<file path="src/rtl/mem_port_arbiter.sv">
// Two-requester (I-refill / D-mem) arbiter onto one external memory port, with bus-hang watchdog.
// Fixed D-side priority by default; define ARVI_ARB_ROUND_ROBIN_EN for round-robin on contention.
`ifndef XLEN
`define XLEN 32
`endif

module mem_port_arbiter #(
  parameter int TIMEOUT_CYCLES = 1024,
  parameter int XLEN           = `XLEN
) (
  input  logic            i_clk,
  input  logic            i_rst,
  input  logic            i_IC_DataReq,
  input  logic [XLEN-1:0] i_IC_Addr,
  output logic [XLEN-1:0] o_IC_Data,
  output logic            o_IC_MemReady,
  input  logic            i_DM_MemRead,
  input  logic            i_DM_Wen,
  input  logic [XLEN-1:0] i_DM_Addr,
  input  logic [XLEN-1:0] i_DM_Wd,
  input  logic [3:0]      i_DM_byte_en,
  output logic [XLEN-1:0] o_DM_ReadData,
  output logic            o_DM_data_ready,
  output logic            o_MEM_req,
  output logic            o_MEM_wen,
  output logic [XLEN-1:0] o_MEM_addr,
  output logic [XLEN-1:0] o_MEM_wdata,
  output logic [3:0]      o_MEM_byte_en,
  input  logic [XLEN-1:0] i_MEM_rdata,
  input  logic            i_MEM_ready,
  output logic            o_busy,
  output logic            o_timeout
);

  typedef enum logic [1:0] {S_IDLE, S_BUS, S_RESP} state_t;

  localparam bit          WD_EN   = (TIMEOUT_CYCLES != 0);
  localparam logic [31:0] WD_LAST = WD_EN ? 32'(TIMEOUT_CYCLES - 1) : 32'd0;

  state_t            r_state;
  state_t            w_state_nxt;

  logic              r_owner_dm;
  logic              r_mem_req;
  logic              r_mem_wen;
  logic [XLEN-1:0]   r_mem_addr;
  logic [XLEN-1:0]   r_mem_wdata;
  logic [3:0]        r_mem_be;
  logic [XLEN-1:0]   r_ic_data;
  logic [XLEN-1:0]   r_dm_data;
  logic              r_ic_rdy;
  logic              r_dm_rdy;
  logic              r_busy;
  logic              r_timeout;
  logic [31:0]       r_wdog_cnt;

  logic              w_dm_pend;
  logic              w_ic_pend;
  logic              w_any_pend;
  logic              w_grant_dm;
  logic              w_wdog_exp;
  logic              w_bus_done;
  logic [XLEN-1:0]   w_resp_data;

  assign w_dm_pend  = i_DM_MemRead | i_DM_Wen;
  assign w_ic_pend  = i_IC_DataReq;
  assign w_any_pend = w_dm_pend | w_ic_pend;

`ifdef ARVI_ARB_ROUND_ROBIN_EN
  // Records whether the I-side took the most recent grant; resets pointing at the I-side.
  logic r_last_ic;

  assign w_grant_dm = w_dm_pend & (~w_ic_pend | r_last_ic);

  always_ff @(posedge i_clk) begin
    if (i_rst) begin
      r_last_ic <= 1'b1;
    end else if (r_state == S_IDLE && w_any_pend) begin
      r_last_ic <= ~w_grant_dm;
    end
  end
`else
  assign w_grant_dm = w_dm_pend;
`endif

  // A ready in the expiry cycle is a normal completion, so it masks the abort.
  assign w_wdog_exp  = WD_EN && (r_wdog_cnt == WD_LAST) && !i_MEM_ready;
  assign w_bus_done  = i_MEM_ready | w_wdog_exp;
  assign w_resp_data = i_MEM_ready ? i_MEM_rdata : '0;

  always_ff @(posedge i_clk) begin
    if (i_rst) begin
      r_state <= S_IDLE;
    end else begin
      r_state <= w_state_nxt;
    end
  end

  always_comb begin
    w_state_nxt = r_state;
    case (r_state)
      S_IDLE:  if (w_any_pend) w_state_nxt = S_BUS;
      S_BUS:   if (w_bus_done) w_state_nxt = S_RESP;
      S_RESP:  w_state_nxt = S_IDLE;
      default: w_state_nxt = S_IDLE;
    endcase
  end

  always_ff @(posedge i_clk) begin
    if (i_rst) begin
      r_owner_dm  <= 1'b0;
      r_mem_req   <= 1'b0;
      r_mem_wen   <= 1'b0;
      r_mem_addr  <= '0;
      r_mem_wdata <= '0;
      r_mem_be    <= 4'h0;
      r_ic_data   <= '0;
      r_dm_data   <= '0;
      r_ic_rdy    <= 1'b0;
      r_dm_rdy    <= 1'b0;
      r_busy      <= 1'b0;
      r_timeout   <= 1'b0;
      r_wdog_cnt  <= '0;
    end else begin
      r_ic_rdy <= 1'b0;
      r_dm_rdy <= 1'b0;
      case (r_state)
        S_IDLE: begin
          if (w_any_pend) begin
            r_owner_dm <= w_grant_dm;
            r_mem_req  <= 1'b1;
            r_busy     <= 1'b1;
            r_wdog_cnt <= '0;
            if (w_grant_dm) begin
              r_mem_wen   <= i_DM_Wen;
              r_mem_addr  <= i_DM_Addr;
              r_mem_wdata <= i_DM_Wd;
              r_mem_be    <= i_DM_byte_en;
            end else begin
              r_mem_wen   <= 1'b0;
              r_mem_addr  <= i_IC_Addr;
              r_mem_wdata <= '0;
              r_mem_be    <= 4'hF;
            end
          end
        end
        S_BUS: begin
          r_wdog_cnt <= r_wdog_cnt + 32'd1;
          if (w_bus_done) begin
            r_mem_req <= 1'b0;
            if (w_wdog_exp) r_timeout <= 1'b1;
            if (r_owner_dm) begin
              r_dm_data <= w_resp_data;
              r_dm_rdy  <= 1'b1;
            end else begin
              r_ic_data <= w_resp_data;
              r_ic_rdy  <= 1'b1;
            end
          end
        end
        S_RESP: r_busy <= 1'b0;
        default: ;
      endcase
    end
  end

  assign o_IC_Data       = r_ic_data;
  assign o_IC_MemReady   = r_ic_rdy;
  assign o_DM_ReadData   = r_dm_data;
  assign o_DM_data_ready = r_dm_rdy;
  assign o_MEM_req       = r_mem_req;
  assign o_MEM_wen       = r_mem_wen;
  assign o_MEM_addr      = r_mem_addr;
  assign o_MEM_wdata     = r_mem_wdata;
  assign o_MEM_byte_en   = r_mem_be;
  assign o_busy          = r_busy;
  assign o_timeout       = r_timeout;

endmodule
</file>
<file path="config.mk">
export PLATFORM = sky130hd
export DESIGN_NAME = mem_port_arbiter
export DESIGN_NICKNAME = d
export VERILOG_FILES = /design/src/rtl/mem_port_arbiter.sv
export SDC_FILE = /design/constraint.sdc
export NUM_CORES = 1
export LEC_CHECK = 0
export ABC_CLOCK_PERIOD_IN_PS = 2350
export BUFFER_PORTS_ARGS = -buffer_cell sky130_fd_sc_hd__buf_2
export CELL_PAD_IN_SITES_DETAIL_PLACEMENT = 1
export CELL_PAD_IN_SITES_GLOBAL_PLACEMENT = 2
export CORE_AREA = 2 2 164 166
export DETAILED_ROUTE_END_ITERATION = 16
export DIE_AREA = 0 0 166 168
export MAX_ROUTING_LAYER = met4
export PLACE_DENSITY_LB_ADDON = 0.25
export SYNTH_ARGS = -nofsm -noshare
export SYNTH_HDL_FRONTEND = slang
export SYNTH_SLANG_ARGS = --single-unit
</file>
<file path="constraint.sdc">
create_clock -name i_clk -period 2.35 [get_ports i_clk]
set_input_delay 0.705 -clock i_clk [delete_from_list [all_inputs] [get_ports i_clk]]
set_output_delay 0.705 -clock i_clk [all_outputs]
set_load 0.01 [all_outputs]
</file>
==> impl_metrics.tcl <==
set metrics [dict create \
    synth-seq-cells 173 \
    synth_fp_nets 949 \
    nets 1200 \
    num_rows 60 \
    start_util_pct 27.53 \
    setup-violations-final 0 \
    drc_errors 0 \
    crit_arrival_ns 2.42 \
    drtIter0Drc 340 \
    endpoint_kind "flop" \
    synth_top_area_share_pct 47.74 \
    worstPathRequired_ns 2.66 \
    cp_slowest_cell "dfxtp_1" \
    ant_nets 0 \
    io_pins 276 \
    yosysMostFrequentCell "dfxtp_1" \
    status "finished clean" \
    hold_path.class "reg -> reg" \
    start_kind "flop" \
    vias_per_cell 5.007 \
    gp_congestion 0.7510 \
    clk_path_buf_depth 2 \
    synth-edff-count 0 \
    cts_resized 0 \
    numCtsBuffers 17 \
    total_power_uw 7409 \
    die_width_um 166 \
    numPortBuffers 275 \
    drt_wl_total_um 25230 \
    post_drt_wl_per_cell_um 17.79 \
    post_cts_buffers 0 \
    yosysSeqAreaShare_pct 47.74 \
    htreeDepth 4 \
    ys_top_cells_by_count "dfxtp_1 (173), nand2_1 (113), a211oi_1 (67), mux2i_1 (64), a21oi_1 (56)" \
    grt-ovfl-total 0 \
    clk_pin_slew_ns 0.07 \
    dieArea_um2 27890 \
    grt_pass1_vias 7032 \
    p_leak_uw 0.004262 \
    num_vias 7100 \
    syn_inst 810 \
    powerDensity_nw_per_um2 761.5 \
    cts_root_buf "clkbuf_16" \
    final_layout_size_suffix_gt1_share_pct 33.71 \
    crit_type "reg -> reg" \
    synth_area_leaders "dfxtp_1 (48%), mux2i_1 (8.8%), a211oi_1 (6.9%), nand2_1 (5.8%), a311oi_1 (4.2%)" \
    slowest_delay_ns 0.44 \
    synth_top_area_cell "dfxtp_1" \
    skew_ns 0.01282 \
    grt_max_degree 75 \
    core_area_um2 26350 \
    first_pass_iters 4 \
    fmax_mhz 474.1 \
    worst-path-max-fanout 18 \
    grt.total_usage_pct 18.06 \
    netlist_area_um2 7254 \
    grt_first_pass_wirelength_um 39620 \
    areaGrowthSynthToFinish_pct 34.13 \
    hpwl_um 17510 \
    drv_cap 0 \
    clk_latency_ns 0.43 \
    hold_buffers 0 \
    cts.sinks 173 \
    cts_tree "yes" \
    synth_cell_types 47 \
    vdd_drop_max_uv 482.4 \
    async_flop_share_pct 0 \
    finalCritPeriodShare_pct 89.76 \
    hold_viol 0 \
    setup_tns_ns 0 \
    tightestPinTransition_ns 0.5151 \
    syn_avg_cell_area_um2 8.956 \
    slew_viol_final 0 \
    dieHeight_um 168 \
    yosysWarnings 0 \
    cp_cell_sequence "nor2b_1 > nand4_1 > buf_4 > nor4_1 > mux2_2" \
    rsz0062_at_grt "no" \
    finalCriticalPeriod_ns 2.109 \
    antenna_found_initial 2 \
    max_slew_margin_pct 65.50 \
    synthFlopType "dfxtp_1" \
]
kinds of logic (layout without fill, tap and decap cells):
kind of cell | Yosys count | after routing | share of synthesized area [%]
compound gates | 187 | 187 | 18.16
mux | 69 | 69 | 9.607
fa+ha+maj | 1 | 1 | 0.1724
simple gates | 296 | 296 | 19.58
buf+inv | 84 | 348 | 4.743
other cells | 0 | 3 | 0
flops | 173 | 173 | 47.74
placed cells by master (no fill, tap or decap), drive strengths merged, types with 16 or more instances in the layout:
cell,Yosys,routed
dfxtp,173,173
mux2i,64,64
inv,8,16
nand3,46,46
clkbuf,54,17
nand2,113,113
a211oi,67,67
a21oi,56,56
buf,21,307
nor2,53,53
a311oi,35,35
flip-flops by register name, summed over array words and instances, names as in the netlist:
register         flops
o_timeout            1
o_IC_Data           32
o_busy               1
o_MEM_wen            1
o_DM_ReadData       32
o_MEM_addr          32
o_MEM_wdata         32
r_owner_dm           1
o_IC_MemReady        1
r_wdog_cnt          32
r_state              2
o_DM_data_ready      1
o_MEM_byte_en        4
o_MEM_req            1
metal layers:
metal / up-vias / wire length (µm) / track usage, %
li1: 3492 / - / -
met1: 3404 / 12100 / 24.07
met2: 184 / 11810 / 28.25
met3: 20 / 1034 / 3.268
met4: 0 / 282 / 4.877
met5: - / 0 / -
stage by stage:
stage | hold WS, ns | worst slack, ns | std cells | util, % | instance area, µm²
4_1_cts | 0.4531 | 0.1879 | 1415 | 36.90 | 9723
3_5_place_dp | 0.4440 | 0.09380 | 1383 | 34.54 | 9102
5_1_grt | 0.4702 | 0.01082 | 1417 | 36.92 | 9728
2_1_floorplan | 0.4578 | 0.3313 | 810 | - | 7254
6_report | 0.4508 | 0.2407 | 1418 | 36.93 | 9731
3_3_place_gp | 0.4351 | 0.2035 | 1383 | 34.54 | 9102
power breakdown:
part	switching [µW]	total (µW)	internal, µW	leakage (µW)
clock	1380	3020	1630	0.000306
combinational	705	1180	471	0.00254
sequential	98.1	3220	3120	0.00141
critical path, delay by kind of cell, from the launching register on:
kind	cells	cell delay (ns)
muxes	1	0.38
buffers and inverters	1	0.24
and+or+nand+nor	3	0.94
DFF	1	0.44
cell type report:
| type | instances | area (µm²) |
|---|---|---|
| Clock inverter | 15 | 195.2 |
| Fill cell | 3150 | 16620 |
| Clock buffer | 17 | 425.4 |
| Tap cell | 341 | 426.7 |
| Multi-Input combinational cell | 553 | 3468 |
| Inverter | 9 | 33.78 |
| Timing Repair Buffer | 307 | 1710 |
| Sequential cell | 173 | 3463 |
| Antenna cell | 3 | 7.507 |
path summary, 6_finish.rpt:
path | from | to | slack, ns | cells past startpoint
max | r_state[0] | r_wdog_cnt[27] | 0.24 | 5
min | o_MEM_wdata[3] | o_MEM_wdata[3] | 0.45 | 2
max reg2reg | r_state[0] | r_wdog_cnt[27] | 0.24 | 5
min reg2reg | o_MEM_wdata[3] | o_MEM_wdata[3] | 0.45 | 2
No activity file was read; power rests on OpenSTA's default activity.
